===== src/rtl/alu_exec_pkg.sv =====
// alu_exec_pkg
// Shared definitions for the ALU execute stage: datapath widths, opcode
// constants, the stage state enum and the single-cycle ALU helper function.
// Optional feature macro: ALU_MUL_EN (opcode 7 becomes an iterative multiply;
// otherwise opcode 7 is MOV).
package alu_exec_pkg;

  localparam int WIDTH   = 8;
  localparam int ADDR_W  = 3;
  localparam int OP_W    = 3;
  localparam int SHAMT_W = $clog2(WIDTH);

  localparam logic [OP_W-1:0] OP_ADD = 3'd0;
  localparam logic [OP_W-1:0] OP_SUB = 3'd1;
  localparam logic [OP_W-1:0] OP_AND = 3'd2;
  localparam logic [OP_W-1:0] OP_OR  = 3'd3;
  localparam logic [OP_W-1:0] OP_XOR = 3'd4;
  localparam logic [OP_W-1:0] OP_SHL = 3'd5;
  localparam logic [OP_W-1:0] OP_SHR = 3'd6;
  localparam logic [OP_W-1:0] OP_MUL = 3'd7;

  typedef enum logic {
    IDLE     = 1'b0,
    MUL_BUSY = 1'b1
  } state_e;

  // Single-cycle ALU. Returns {flag_c, result}. Opcode 7 is treated as MOV
  // here; when the multiplier is built the stage diverts opcode 7 to it
  // before this result is ever used.
  function automatic logic [WIDTH:0] alu_single(
    input logic [OP_W-1:0]  op,
    input logic [WIDTH-1:0] a,
    input logic [WIDTH-1:0] b
  );
    logic [SHAMT_W-1:0] sh;
    logic [WIDTH:0]     r;
    logic [WIDTH:0]     t;
    sh = b[SHAMT_W-1:0];
    r  = '0;
    t  = '0;
    case (op)
      OP_ADD: r = {1'b0, a} + {1'b0, b};
      // Borrow appears in the extra top bit when a < b.
      OP_SUB: r = {1'b0, a} - {1'b0, b};
      OP_AND: r = {1'b0, a & b};
      OP_OR:  r = {1'b0, a | b};
      OP_XOR: r = {1'b0, a ^ b};
      // The extra top bit catches the last bit shifted out (0 for sh == 0).
      OP_SHL: r = {1'b0, a} << sh;
      // Shift with a guard bit below the LSB; the guard ends up holding the
      // last bit shifted out, then gets moved to the carry position.
      OP_SHR: begin
        t = {a, 1'b0} >> sh;
        r = {t[0], t[WIDTH:1]};
      end
      default: r = {1'b0, b};
    endcase
    return r;
  endfunction

endpackage


===== src/rtl/alu_exec_if.sv =====
// alu_exec_if
// Request / write-back bundle between the upstream issue logic (master) and
// the execute stage (slave).
//   in_valid/in_ready  request handshake
//   op, rd, a, b       opcode, destination register, operands
//   wb_valid/addr/data write-back to the register file
//   flag_z, flag_c     result flags, held between write-backs
interface alu_exec_if;
  import alu_exec_pkg::*;

  logic              in_valid;
  logic              in_ready;
  logic [OP_W-1:0]   op;
  logic [ADDR_W-1:0] rd;
  logic [WIDTH-1:0]  a;
  logic [WIDTH-1:0]  b;
  logic              wb_valid;
  logic [ADDR_W-1:0] wb_addr;
  logic [WIDTH-1:0]  wb_data;
  logic              flag_z;
  logic              flag_c;

  modport master (
    output in_valid, op, rd, a, b,
    input  in_ready, wb_valid, wb_addr, wb_data, flag_z, flag_c
  );

  modport slave (
    input  in_valid, op, rd, a, b,
    output in_ready, wb_valid, wb_addr, wb_data, flag_z, flag_c
  );

endinterface


===== src/rtl/mul8_shift_add.sv =====
// mul8_shift_add
// Iterative WIDTH x WIDTH shift-add multiplier, one partial product per clock.
// Only built when ALU_MUL_EN is defined.
//   clk, reset  clock, synchronous active-high reset (aborts any operation)
//   start       load operands (iteration count cleared)
//   a, b        multiplicand, multiplier
//   done        high in the cycle of the final iteration
//   prod        full 2*WIDTH product, valid while done is high
`ifdef ALU_MUL_EN
module mul8_shift_add
  #(parameter int WIDTH = 8)
(
  input  logic               clk,
  input  logic               reset,
  input  logic               start,
  input  logic [WIDTH-1:0]   a,
  input  logic [WIDTH-1:0]   b,
  output logic               done,
  output logic [2*WIDTH-1:0] prod
);
  localparam int CNT_W = $clog2(WIDTH);

  logic [2*WIDTH-1:0] mcand_reg;
  logic [2*WIDTH-1:0] acc_reg;
  logic [WIDTH-1:0]   mplier_reg;
  logic [CNT_W-1:0]   cnt_reg;
  logic               busy_reg;
  logic [2*WIDTH-1:0] addend;
  logic [2*WIDTH-1:0] sum_next;

  // Partial product: the shifted multiplicand gated by the current LSB.
  generate
    for (genvar gi = 0; gi < 2*WIDTH; gi++) begin : g_addend
      assign addend[gi] = mcand_reg[gi] & mplier_reg[0];
    end
  endgenerate

  assign sum_next = acc_reg + addend;

  // The last iteration's sum is presented combinationally so the stage can
  // register it on the same edge that completes the iteration.
  assign done = busy_reg && (cnt_reg == CNT_W'(WIDTH-1));
  assign prod = sum_next;

  always_ff @(posedge clk) begin
    if (reset) begin
      mcand_reg  <= '0;
      acc_reg    <= '0;
      mplier_reg <= '0;
      cnt_reg    <= '0;
      busy_reg   <= 1'b0;
    end else if (start) begin
      mcand_reg  <= {{WIDTH{1'b0}}, a};
      mplier_reg <= b;
      acc_reg    <= '0;
      cnt_reg    <= '0;
      busy_reg   <= 1'b1;
    end else if (busy_reg) begin
      acc_reg    <= sum_next;
      mcand_reg  <= mcand_reg << 1;
      mplier_reg <= mplier_reg >> 1;
      cnt_reg    <= cnt_reg + 1'b1;
      if (done) begin
        busy_reg <= 1'b0;
      end
    end
  end

endmodule
`endif


===== src/rtl/alu_exec_stage.sv =====
// alu_exec_stage
// Execute stage behind the 8x8 register file. Accepts an opcode, destination
// and two operands, and produces a one-cycle write-back pulse plus flags.
//   clk, reset  clock, synchronous active-high reset
//   bus         alu_exec_if.slave: request handshake, write-back, flags
// Optional feature macro: ALU_MUL_EN
//   defined   -> opcode 7 is an 8-iteration shift-add multiply (in_ready low
//                while it runs; write-back in the first cycle in_ready is back)
//   undefined -> opcode 7 is MOV (wb_data = b), single-cycle; never busy
module alu_exec_stage
  import alu_exec_pkg::*;
(
  input  logic      clk,
  input  logic      reset,
  alu_exec_if.slave bus
);

  state_e             state_reg;
  logic               wb_valid_reg;
  logic [ADDR_W-1:0]  wb_addr_reg;
  logic [WIDTH-1:0]   wb_data_reg;
  logic               flag_z_reg;
  logic               flag_c_reg;
  logic [ADDR_W-1:0]  mul_rd_reg;

  logic               accept;
  logic               take_mul;
  logic [WIDTH:0]     single_res;
  logic               mul_done;
  logic [2*WIDTH-1:0] mul_prod;

  assign accept     = bus.in_valid && (state_reg == IDLE);
  assign single_res = alu_single(bus.op, bus.a, bus.b);

`ifdef ALU_MUL_EN
  logic mul_start;

  assign take_mul  = (bus.op == OP_MUL);
  assign mul_start = accept && take_mul;

  mul8_shift_add #(.WIDTH(WIDTH)) u_mul (
    .clk   (clk),
    .reset (reset),
    .start (mul_start),
    .a     (bus.a),
    .b     (bus.b),
    .done  (mul_done),
    .prod  (mul_prod)
  );
`else
  assign take_mul = 1'b0;
  assign mul_done = 1'b0;
  assign mul_prod = '0;
`endif

  always_ff @(posedge clk) begin
    if (reset) begin
      state_reg    <= IDLE;
      wb_valid_reg <= 1'b0;
      wb_addr_reg  <= '0;
      wb_data_reg  <= '0;
      flag_z_reg   <= 1'b0;
      flag_c_reg   <= 1'b0;
      mul_rd_reg   <= '0;
    end else begin
      wb_valid_reg <= 1'b0;
      case (state_reg)
        IDLE: begin
          if (accept) begin
            if (take_mul) begin
              // Destination is parked until the product is ready.
              mul_rd_reg <= bus.rd;
              state_reg  <= MUL_BUSY;
            end else begin
              wb_valid_reg <= 1'b1;
              wb_addr_reg  <= bus.rd;
              wb_data_reg  <= single_res[WIDTH-1:0];
              flag_z_reg   <= (single_res[WIDTH-1:0] == '0);
              flag_c_reg   <= single_res[WIDTH];
            end
          end
        end
        MUL_BUSY: begin
          if (mul_done) begin
            wb_valid_reg <= 1'b1;
            wb_addr_reg  <= mul_rd_reg;
            wb_data_reg  <= mul_prod[WIDTH-1:0];
            flag_z_reg   <= (mul_prod[WIDTH-1:0] == '0);
            // Carry signals that the product overflowed the low byte.
            flag_c_reg   <= |mul_prod[2*WIDTH-1:WIDTH];
            state_reg    <= IDLE;
          end
        end
        default: state_reg <= IDLE;
      endcase
    end
  end

  assign bus.in_ready = (state_reg == IDLE);
  assign bus.wb_valid = wb_valid_reg;
  assign bus.wb_addr  = wb_addr_reg;
  assign bus.wb_data  = wb_data_reg;
  assign bus.flag_z   = flag_z_reg;
  assign bus.flag_c   = flag_c_reg;

endmodule


===== src/flat_wrapper.sv =====
// flat-port wrapper written by rule: the top's interface ports become plain ports
module alu_exec_stage_flat import alu_exec_pkg::*;
  (clk, reset, bus_in_valid, bus_op, bus_rd, bus_a, bus_b, bus_in_ready, bus_wb_valid, bus_wb_addr, bus_wb_data, bus_flag_z, bus_flag_c);
  alu_exec_if bus_i ();
  input  logic clk;
  input  logic reset;
  input wire logic [$bits(bus_i.in_valid)-1:0] bus_in_valid;
  input wire logic [$bits(bus_i.op)-1:0] bus_op;
  input wire logic [$bits(bus_i.rd)-1:0] bus_rd;
  input wire logic [$bits(bus_i.a)-1:0] bus_a;
  input wire logic [$bits(bus_i.b)-1:0] bus_b;
  output wire logic [$bits(bus_i.in_ready)-1:0] bus_in_ready;
  output wire logic [$bits(bus_i.wb_valid)-1:0] bus_wb_valid;
  output wire logic [$bits(bus_i.wb_addr)-1:0] bus_wb_addr;
  output wire logic [$bits(bus_i.wb_data)-1:0] bus_wb_data;
  output wire logic [$bits(bus_i.flag_z)-1:0] bus_flag_z;
  output wire logic [$bits(bus_i.flag_c)-1:0] bus_flag_c;
  assign bus_i.in_valid = bus_in_valid;
  assign bus_i.op = bus_op;
  assign bus_i.rd = bus_rd;
  assign bus_i.a = bus_a;
  assign bus_i.b = bus_b;
  assign bus_in_ready = bus_i.in_ready;
  assign bus_wb_valid = bus_i.wb_valid;
  assign bus_wb_addr = bus_i.wb_addr;
  assign bus_wb_data = bus_i.wb_data;
  assign bus_flag_z = bus_i.flag_z;
  assign bus_flag_c = bus_i.flag_c;
  alu_exec_stage u_core (.clk(clk), .reset(reset), .bus(bus_i));
endmodule

===== config.mk =====
export PLATFORM = sky130hd
export DESIGN_NAME = alu_exec_stage_flat
export DESIGN_NICKNAME = d
export VERILOG_FILES = /design/src/rtl/alu_exec_pkg.sv /design/src/rtl/alu_exec_if.sv /design/src/rtl/mul8_shift_add.sv /design/src/rtl/alu_exec_stage.sv /design/src/flat_wrapper.sv
export SDC_FILE = /design/constraint.sdc
export NUM_CORES = 1
export LEC_CHECK = 0
export ABC_CLOCK_PERIOD_IN_PS = 9800
export BUFFER_PORTS_ARGS = -buffer_cell sky130_fd_sc_hd__buf_2
export CAP_MARGIN = 10
export CORE_ASPECT_RATIO = 1.75
export CORE_MARGIN = 4
export CORE_UTILIZATION = 62
export DETAILED_ROUTE_END_ITERATION = 7
export GPL_ROUTABILITY_DRIVEN = 0
export HOLD_SLACK_MARGIN = 0.05
export PLACE_DENSITY = 0.95
export SYNTH_ARGS = -nofsm -noshare
export SYNTH_HDL_FRONTEND = slang
export SYNTH_SLANG_ARGS = --single-unit

===== constraint.sdc =====
create_clock -name clk -period 9.8 [get_ports clk]
set_input_delay 1.47 -clock clk [delete_from_list [all_inputs] [get_ports clk]]
set_output_delay 1.47 -clock clk [all_outputs]
set_load 0.005 [all_outputs]

## Word-level counts from Yosys, hierarchy flattened

Index checks and enable logic that the tools add are counted.

| storage, ports and cells | value |
|---|---|
| output and inout port bits | 15 |
| word-level logic and storage cells | 37 |
| input port bits | 25 |
| flip-flop bits (word level) | 15 |

| operators by class | value |
|---|---|
| $add $sub $neg | 2 |
| reduce and logical (&&, ||, !) cells | 4 |
| bitwise operators | 4 |
| equality and inequality tests | 7 |
| shift operators | 2 |
| mux-type cells | 12 |

Operators with widths:

| operator | count |
|---|---|
| 9-bit one-hot mux with 7 select lines | 1 |
| 8-bit 2-to-1 mux | 2 |
| 8-bit by 8-bit adder with 9-bit output | 1 |
| 3-bit == test (second input constant) | 3 |
| 8-bit by 3-bit << shifter with 9-bit output | 1 |
| 9-bit by 3-bit >> shifter with 9-bit output | 1 |
| 8-bit by 8-bit subtractor with 9-bit output | 1 |
| 8-bit bitwise AND | 1 |
| 8-bit logical NOT | 1 |
| 8-bit bitwise OR | 1 |
| 8-bit XOR | 1 |
| 3-bit by 2-bit == test with 1-bit output (second input constant) | 2 |
| 3-bit 2-to-1 mux | 2 |
| 1-bit 2-to-1 mux | 5 |
| 1-bit one-hot mux with 2 select lines | 2 |
| 3-bit by 1-bit == test with 1-bit output (second input constant) | 1 |
| 3-bit logical NOT | 1 |
| 2-bit by 1-bit inequality test with 1-bit output (second input constant) | 1 |
| 2-bit AND reduction | 1 |
| 1-bit logical AND | 1 |
| 1-bit NOT | 1 |

## Depth between registers and ports, before layout

| logic depth | value |
|---|---|
| depth after elaboration | 5 |
| depth in mapped cells | 15 |
| gate-level depth less buffers | 14 |

## Worst setup path before layout

No wires, ideal clock.

| path | value |
|---|---|
| kind | input to register |
| from | input bus_op[1] |
| to | register u_core.flag_z_reg (netlist: u_core.bus.flag_z) |
| required time | 9.676 ns |
| slack | 5.586 ns |
| path buffers | 1 |
| setup time | 0.124 ns |
| arrival | 4.091 ns |
| cell stages on the path | 11 |
| path through | clkbuf_1 > nor3_1 > mux2_2 > fa_1 > nor2b_1 > o21ai_0 > a2111oi_0 > o22ai_1 > and4b_1 > nand4_1 > o31ai_2 |

| between the ends | value |
|---|---|
| word-level cells in the longest chain between the ends | 5 |
| elaborated cells between the ends (all ways) | 11 |
| classes of those cells | eq/ne: 6; mux: 3; reduce/logical: 2 |

Ends and longest elaborated chain:

| element | line | text |
|---|---|---|
| from (decl) | flat_wrapper.sv:8 | `input wire logic [$bits(bus_i.op)-1:0] bus_op;` |
| 3-bit == test (tied with other cells) | -- |  |
| 9-bit one-hot mux with 7 select lines * | alu_exec_pkg.sv:41 | `case (op)` |
| 8-bit logical NOT * | alu_exec_stage.sv:78 | `flag_z_reg <= (single_res[WIDTH-1:0] == '0);` |
| 1-bit 2-to-1 mux * | alu_exec_stage.sv:69 | `if (accept) begin` |
| 1-bit 2-to-1 mux * | alu_exec_stage.sv:67 | `case (state_reg)` |
| to (signal assigned) | alu_exec_stage.sv:78 |  |
| to (signal assigned) | alu_exec_stage.sv:88 | `flag_z_reg <= (mul_prod[WIDTH-1:0] == '0);` |
| to (decl) | alu_exec_stage.sv:22 | `logic flag_z_reg;` |

Every way passes the cells marked *; elsewhere a longest branch is shown, timed or not. The select of a mux whose other input is x is not followed.
A chain may end at the register's enable or synchronous reset.

## Final worst setup path

| path | value |
|---|---|
| from | input bus_op[0] |
| to | register u_core.flag_z_reg (netlist: u_core.bus.flag_z) |

The elaborated chain is that of the path after synthesis.

==> results.ini <==
[outcome]
outcome = completed

[final_layout]
area_delta_synth_final_pct = 8.912
fin_util_pct = 70.81
final_area_sq_um = 2431
drive_gt1_share_pct = 20.26
final_common_cell = buf_2
final_cell_mix = 38 x buf_2, 36 x nor2_1, 26 x ha_1
insertedDiodeCount = 0
largest_reg_flops = 8
fin_cells = 351
finalNetCount = 359

[grt]
grt_pass1_vias = 2414
grt_pass1_wl_um = 10470
antenna_found_initial = 0
grt_overflow = 0
grt_usage_pct = 29.58
grt_start_max_net_pins = 27

[logic_synthesis]
synth_adder_area_share_pct = 15.47
yosysWarnings = 0
synth-edff-count = 0
synth_top_family_by_area = compound AO/OA/AOI/OAI gates
yosysSeqAreaShare_pct = 12.56
async_reset_ff_share_pct = 0
synthesis.nets = 333
ys_seq_elements = 14
synthMuxAreaShare_pct = 15.75
synth_xor_area_share_pct = 3.531
ys_types = 62
ys.flop_type = dfxtp_1
syn-instance-count = 281
avgSynthCellArea_sq_um = 7.944
synth_compound_area_share_pct = 23.21
synth_area_sq_um = 2232
synth_simple_gate_area_share_pct = 21.02

[clock_tree]
cts_buffers = 3
cts_hold_buf = 0
cts.clk_slew.worst_paths_ns = 0.05
cts-resized-gates = 0
clk_latency_ns = 0.25
postCtsSetupBuffers = 0
cts_buffer_depth = 2
cts_htree_levels = 1
cts_tree = built
root_buffer = clkbuf_8
cts.sinks = 14

[job]
drv_cap = 0

[critical_path]
worstSetupPathType = primary input to register
slowest_delay_ns = 0.64
slowest_stage = nor3_1
r2r_cells = 3
worstPathArrival_ns = 4.75
cp_cell_sequence = buf_2 -> inv_1 -> nor3_1 -> mux2_2 -> fa_1 -> nor2b_1 -> o21ai_0 -> a2111oi_0 -> o22ai_1 -> and4b_1 -> nand4_1 -> o31ai_2
ff2ff_setup_slack_ns = 9.07
cpLargestDelayFamily = simple AND/OR/NAND/NOR gates
r2r_start = u_core.bus.wb_data[1]
crit_fanout = 15
r2r-end = u_core.bus.wb_data[1]
cp-start-kind = primary input
path_buf_inv = 2
cp.required_ns = 9.93
endpoint_kind = register

[pwr]
leakagePower_nw = 1.132
pwr-share-seq_pct = 26.9
combPwrFrac_pct = 49.1
power_mw = 0.2344
vdd_drop_max_mv = 0.07780
p_int_mw = 0.1452
p_switching_mw = 0.08920
clock_power_share_pct = 24.0
powerDensity_nw_per_um2 = 96.41
p_sw_share_pct = 38.06

[hold_path]
hp-start = u_core.bus.flag_z
min_to = u_core.bus.flag_z
hold_depth = 2
hp-class = register to register

[sta]
finalClockSkew_ns = 0
worst_slew_margin_rel_pct = 47.47
fmax_ghz = 0.2163
setup_viol_count_final = 0
fin_crit_sh_pct = 47.17
fin_setup_tns_ns = 0
period_minus_slack_ns = 4.623
finalWorstSetupSlack_ns = 5.177
finalHoldViolations = 0
tightest_slew_ns = 0.7819
slew_viol_final = 0
whs_ns = 0.4571
rsz0062_at_grt = false

[drt]
wl_um = 6372
firstDrtPassIters = 5
vias_per_cell = 6.818
vias = 2393
drt-initial-drc-count = 157
post-route-drc-count = 0
wire_per_inst_um = 18.15
ant_nets = 0

[place]
port_buffers = 38
placed_area_sq_um = 2376
dp_cells = 347
pre_cts_slack_ns = 5.012
hpwl_um = 4891

[floorplan]
die_h_um = 87.38
ios = 40
die_x_um = 53.36
core_sq_um = 3433
rows = 28
initial_core_util_pct = 65.01
die_area_sq_um = 4662

## power groups by stage
stage	clock network [mW]	logic [mW]	registers [mW]
after floorplan	0	0.0805	0.0647
after global placement	0	0.108	0.0640
after detailed placement	0	0.112	0.0643
after CTS	0.0553	0.113	0.0631
after global routing	0.0576	0.126	0.0634
final	0.0563	0.115	0.0631
## synth_stat cells, types with 3 or more instances
| cell | n | area share (%) |
|---|---|---|
| nor2b_1 | 6 | 1.7 |
| o21a_1 | 3 | 1.0 |
| a211oi_1 | 5 | 1.7 |
| dfxtp_1 | 14 | 13 |
| clkbuf_1 | 6 | 1.0 |
| nand2_1 | 20 | 3.4 |
| nor2_1 | 36 | 6.1 |
| inv_1 | 21 | 3.5 |
| xnor2_1 | 6 | 2.4 |
| nor3_1 | 8 | 1.8 |
| o21ai_0 | 7 | 1.6 |
| and3b_1 | 3 | 1.2 |
| nand2b_1 | 4 | 1.1 |
| mux2_2 | 6 | 3.0 |
| ha_1 | 26 | 15 |
| o211ai_1 | 3 | 1.0 |
| mux2i_1 | 10 | 4.5 |
| buf_2 | 4 | 0.90 |
| xor2_1 | 3 | 1.2 |
| a31oi_1 | 8 | 2.2 |
| o32ai_1 | 4 | 1.6 |
| a21oi_1 | 13 | 2.9 |
| mux4_2 | 7 | 7.1 |
| nand3_1 | 9 | 2.0 |
## worst max path at each step
stage	from	to	slack, ns	cells past startpoint
after global routing	bus_op[0]	u_core.bus.flag_z	4.91	12
after CTS	bus_op[0]	u_core.bus.flag_z	5.24	12
after floorplan	bus_op[1]	u_core.bus.flag_z	5.59	11
after global placement	bus_op[0]	u_core.bus.flag_z	5.15	12
after detailed placement	bus_op[0]	u_core.bus.flag_z	5.01	12
final	bus_op[0]	u_core.bus.flag_z	5.18	12
## layout make-up
type                            count  area, sq um
Multi-Input combinational cell    228         1767
Clock buffer                        4        55.05
Sequential cell                    14        280.3
Inverter                           22        82.58
Timing Repair Buffer               38        190.2
Fill cell                         286         1002
Tap cell                           45        56.30
## kinds of logic after synthesis
kind of cell               Yosys count
AOI/OAI and AO/OA                   69
xor gates and xnor gates             9
adders and majority gates           27
other                                1
muxes                               24
DFF                                 14
buffers and inverters               39
and+or+nand+nor                     98
## layer usage
| layer | wire length [um] | share of wire, % | global-route usage (%) | up-vias |
|---|---|---|---|---|
| met5 | 0 | 0 | 0 | - |
| met4 | 320 | 5.0 | 19.53 | 0 |
| met3 | 510 | 8.0 | 2.573 | 28 |
| met2 | 3370 | 53 | 53.07 | 172 |
| met1 | 2170 | 34 | 31.01 | 1101 |
| li1 | - | - | - | 1092 |
## worst register-to-register path, delay by kind of cell (launching register included)
family | cells | cell delay (ns)
simple gates | 2 | 0.22
compound gates | 1 | 0.09
flops | 1 | 0.31
Power figures use the tool's default switching activity.
